<file path="src/rtl/pipe_pkg.sv">
// Shared definitions for pipeline stage registers: occupancy state encoding
// and the default bubble (NOP) payload.
package pipe_pkg;

  typedef enum logic [1:0] {
    EMPTY = 2'd0,
    ONE   = 2'd1,
    TWO   = 2'd2
  } stage_state_e;

  // Widest payload in use (IF/ID: PC4 + PC + Inst); narrower stages truncate.
  localparam int unsigned NOP_W = 96;
  localparam logic [NOP_W-1:0] NOP_WORD = '0;

endpackage

</file>
<file path="src/rtl/pipe_stage_reg.sv">
// Two-entry pipeline stage register (main slot + skid slot) with
// valid/ready handshakes on both sides, synchronous flush and async clear.
// All state advances on the falling edge of Clk. In_Ready, Out_Valid and
// Occupancy decode only the state flop, so In_Ready never depends on
// Out_Ready combinationally.
module pipe_stage_reg
  import pipe_pkg::*;
#(
  parameter int unsigned          DATA_W     = 96,
  parameter logic [DATA_W-1:0]    BUBBLE_VAL = DATA_W'(NOP_WORD)
) (
  input  logic              Clk,
  input  logic              Clr,
  input  logic              Flush,
  input  logic              In_Valid,
  output logic              In_Ready,
  input  logic [DATA_W-1:0] In_Data,
  output logic              Out_Valid,
  input  logic              Out_Ready,
  output logic [DATA_W-1:0] Out_Data,
  output logic [1:0]        Occupancy
);

  stage_state_e      state_q, state_d;
  logic [DATA_W-1:0] main_q, main_d;
  logic [DATA_W-1:0] skid_q, skid_d;
  logic              accept;
  logic              emit;

  // Next-state and slot updates; flush overrides any handshake.
  always_comb begin
    state_d = state_q;
    main_d  = main_q;
    skid_d  = skid_q;
    accept  = In_Valid & (state_q != TWO);
    emit    = Out_Ready & (state_q != EMPTY);

    if (Flush) begin
      state_d = EMPTY;
      main_d  = BUBBLE_VAL;
      skid_d  = BUBBLE_VAL;
    end else begin
      unique case (state_q)
        EMPTY: begin
          if (accept) begin
            state_d = ONE;
            main_d  = In_Data;
          end
        end
        ONE: begin
          if (accept && emit) begin
            main_d = In_Data;
          end else if (accept) begin
            state_d = TWO;
            skid_d  = In_Data;
          end else if (emit) begin
            state_d = EMPTY;
            main_d  = BUBBLE_VAL;
          end
        end
        TWO: begin
          if (emit) begin
            state_d = ONE;
            main_d  = skid_q;
            skid_d  = BUBBLE_VAL;
          end
        end
        default: begin
          state_d = EMPTY;
          main_d  = BUBBLE_VAL;
          skid_d  = BUBBLE_VAL;
        end
      endcase
    end
  end

  // Falling-edge state register with asynchronous clear.
  always_ff @(negedge Clk or posedge Clr) begin
    if (Clr) begin
      state_q <= EMPTY;
      main_q  <= BUBBLE_VAL;
      skid_q  <= BUBBLE_VAL;
    end else begin
      state_q <= state_d;
      main_q  <= main_d;
      skid_q  <= skid_d;
    end
  end

  // Handshake outputs are pure decodes of the registered state.
  always_comb begin
    In_Ready  = (state_q != TWO);
    Out_Valid = (state_q != EMPTY);
    Occupancy = state_q;
    Out_Data  = main_q;
  end

endmodule

</file>
<file path="config.mk">
export PLATFORM = sky130hd
export DESIGN_NAME = pipe_stage_reg
export DESIGN_NICKNAME = d
export VERILOG_FILES = /design/src/rtl/pipe_pkg.sv /design/src/rtl/pipe_stage_reg.sv
export SDC_FILE = /design/constraint.sdc
export NUM_CORES = 1
export LEC_CHECK = 0
export BUFFER_PORTS_ARGS = -buffer_cell sky130_fd_sc_hd__clkbuf_2
export CAP_MARGIN = 20
export CORE_MARGIN = 1.5
export CORE_UTILIZATION = 35
export DETAILED_ROUTE_END_ITERATION = 8
export GPL_TIMING_DRIVEN = 0
export HOLD_SLACK_MARGIN = 0.12
export PLACE_DENSITY = 0.65
export SLEW_MARGIN = 20
export SYNTH_ARGS = -nofsm -noshare
export SYNTH_HDL_FRONTEND = slang
export SYNTH_SLANG_ARGS = --single-unit
</file>
<file path="constraint.sdc">
create_clock -name Clk -period 6 [get_ports Clk]
set_input_delay 0.9 -clock Clk [delete_from_list [all_inputs] [get_ports Clk]]
set_output_delay 0.9 -clock Clk [all_outputs]
set_load 0.1 [all_outputs]
</file>
==> flow_summary.ini <==
[status]
outcome = finished, final reports clean

[worst_setup_path]
reg2reg_slack_ns = 4.05
critPathRequiredTime_ns = 5.10
crit_arrival_ns = 4.98
series_of_cell_instances_along_the_critical_path = buf_4 > buf_4 > buf_6 > buf_6 > or2_4 > clkbuf_8
critical_register_to_register_path_endpoint = Out_Data[80]
worst-path-max-fanout = 10
cpLargestDelayFamily = buffers and inverters
crit-reg2reg-launch = Occupancy[1]
critPathSlowestCell = dfrtn_1
worst_r2r_path_depth = 7
cp_num_buf_inv = 5
worst_path_largest_cell_delay_ns = 0.41
critical_path_end_type = primary output
critical_path_class = reg2out
setup.worst_path.start_class = register

[synthesis]
fraction_of_the_yosys_area_taken_by_sequential_cells_pct = 49.55
synthesis.instances = 868
syn_nets = 969
ys.warnings.count = 0
mappedNetlistArea_sq_mm = 0.009798
post_synth.cell_area_avg_sq_um = 11.29
synth_top_area_share_pct = 49.55
synth_largest_area_cell = dfrtn_1
synth_seq_cells = 194
largest_cells_by_area_after_synthesis = dfrtn_1 50%, mux2i_1 20%, a22o_1 8.6%
synth_cell_type_count = 23

[power_and_ir_drop]
power-per-cell-area_mw_per_mm2 = 293.5
leakagePower_nw = 5.587
combinationalPowerShare_pct = 26.3
power.sequential.fraction_pct = 41.4
p_int_mw = 2.231
ir_worst_vdd_uv = 175.5
switching_power_mw = 1.298
power.total_mw = 3.529
clockPowerShare_pct = 32.4
power.switching_fraction_pct = 36.78

[sta]
timing.final.hold_violations = 0
finalSetupTns_ns = 0
timing_max_transition_violations_final = 0
finalSetupViolCount = 0
max-slew-margin-rel_pct = 59.80
slew_at_the_pin_with_the_worst_max_slew_slack_ns = 0.6056
setup_slack_ns = 0.1229
grt_setup_unrepaired = false
finalClockSkew_ns = 0.008686
timing.hold.ws_ns = 0.4459

[global_route]
grt_start_max_net_pins = 35
initial_antenna_violation_count = 1
grt_overflow = 0
first_global_vias = 7266
wire_length_of_the_first_global_routing_pass_mm = 40.34
grtUsageTotal_pct = 17.95

[worst_hold_path]
whs_endpoint = Out_Data[91]
holdPathStages = 1
worstHoldPathType = reg2reg
min-delay-start = Out_Data[91]

[detailed_routing]
post_drt_via_cell_ratio = 4.945
wire_length_after_detailed_routing_mm = 25.40
final_antenna_net_count = 0
detail_route.drc_violations = 0
drt_pass1_iterations = 5
dr_total_vias = 7333
post_drt_wl_per_cell_microns = 17.13
dr_iter_0_viols = 377

[clocking]
clkSinkCount = 194
clock_latency_ns = 0.41
cts_root_buffer = clkbuf_16
clock_path_buffers = 2
cts_max_level = 4
tritoncts_buffer_count = 17
worst_setup_hold_path_clk_slew_ns = 0.06
tritoncts_clock_tree = yes
cts_hold_buffers = 0

[die]
die_height_microns = 170.3
placementRows = 61
die-width_microns = 170.3
core_area_sq_mm = 0.02763
boundaryPins = 201
starting_utilization_of_the_core_area_pct = 35.46
dieArea_sq_mm = 0.02901

[finish]
nets = 1193
layout.cells.most_common = clkbuf_2
fillers = 2691
final_core_utilization_pct = 43.52
layout_common_cells = 197 x clkbuf_2, 194 x dfrtn_1, 193 x mux2i_1
drive_gt1_share_pct = 27.17
finalInstanceArea_sq_mm = 0.01202
post_layout_nonfiller_instances = 1483
flow.area_growth_from_synthesis_pct = 22.72

[placement]
gpl.final_weighted_congestion = 0.7632
place_hpwl_mm = 18.24
buffer_ports.inserted = 199
place_worst_setup_slack_ns = 0.06826
place.detailed.instances = 1452
dpl_cell_area_sq_mm = 0.01144

[run]
reported_max_cap_violation_count = 0
[power groups by stage]
stage / combinational, mW / clock [mW] / sequential (mW)
final: 0.927 / 1.14 / 1.46
after global routing: 0.985 / 1.22 / 1.47
after CTS: 0.936 / 1.17 / 1.46
after detailed placement: 0.935 / 0 / 1.48
after global placement: 0.915 / 0 / 1.48
after floorplan: 0.316 / 0 / 1.87
[sequential cells by signal, indices dropped and copies added, names as in the netlist]
register   count
Out_Data      96
Occupancy      2
skid_q        96
[final cells by class]
| class | instances | area (sq um) | share of cell area (%) |
|---|---|---|---|
| diodes | 1 | 2.502 | 0.02081 |
| multi-input cells | 502 | 4131 | 34.36 |
| plain buffers | 74 | 465.4 | 3.871 |
| clock buffers | 19 | 442.9 | 3.684 |
| flip-flops and latches | 194 | 4855 | 40.37 |
| inverters | 97 | 367.9 | 3.059 |
| repair buffers | 206 | 1162 | 9.667 |
| clock inverters | 12 | 123.9 | 1.030 |
| well taps | 378 | 473.0 | 3.933 |
[synthesized netlist by cell type, drive strengths merged]
library cell and n:
a22o 96, nand2b 1, nor2b 3, a2bb2oi 1, a21oi 1, buf 66, or3b 1, mux2i 194
a211oi 1, or2 1, inv 97, o2bb2ai 96, dfrtn 194, nand2 98, clkbuf 9, o22a 1
nor2 8
[per-layer routing]
| layer | share of wire, % | GRT usage [%] |
|---|---|---|
| met5 | 0 | 0 |
| met4 | 2.1 | 5.694 |
| met3 | 5.1 | 4.070 |
| met2 | 46 | 28.55 |
| met1 | 46 | 24.22 |
[worst reg2reg max path: cells and delay by family, from the launching register on]
kind	cells	cell delay, ns
buffers and inverters	4	0.89
AND/OR/NAND/NOR	1	0.41
AO/OA/AOI/OAI	2	0.35
flip-flops	1	0.34
[cell families (layout without fill, tap and decap cells)]
kind of cell	Yosys count	count (layout)	share of synthesized area, %
mux	194	194	19.86
simple gates	112	112	4.674
compound gates	196	196	17.53
other cells	0	1	0
flops	194	194	49.55
buf+inv	172	408	8.390
[worst max-delay path by stage]
| stage | startpoint | to | cells after the start |
|---|---|---|---|
| floorplan | Clr | Occupancy[0] | 1 |
| global placement | Clr | Out_Data[29] | 2 |
| detailed placement | Occupancy[0] | Out_Valid | 5 |
| CTS | Occupancy[1] | Out_Valid | 6 |
| global route | Occupancy[1] | Out_Valid | 6 |
| finish | Occupancy[1] | Out_Valid | 6 |
[timing repair]
| item | CTS | global route |
|---|---|---|
| resized for setup | 5 | 0 |
| endpoints found under the setup margin | 2 | 0 |
| setup buffers | 0 | 0 |
(Power assumes the default switching activity.)
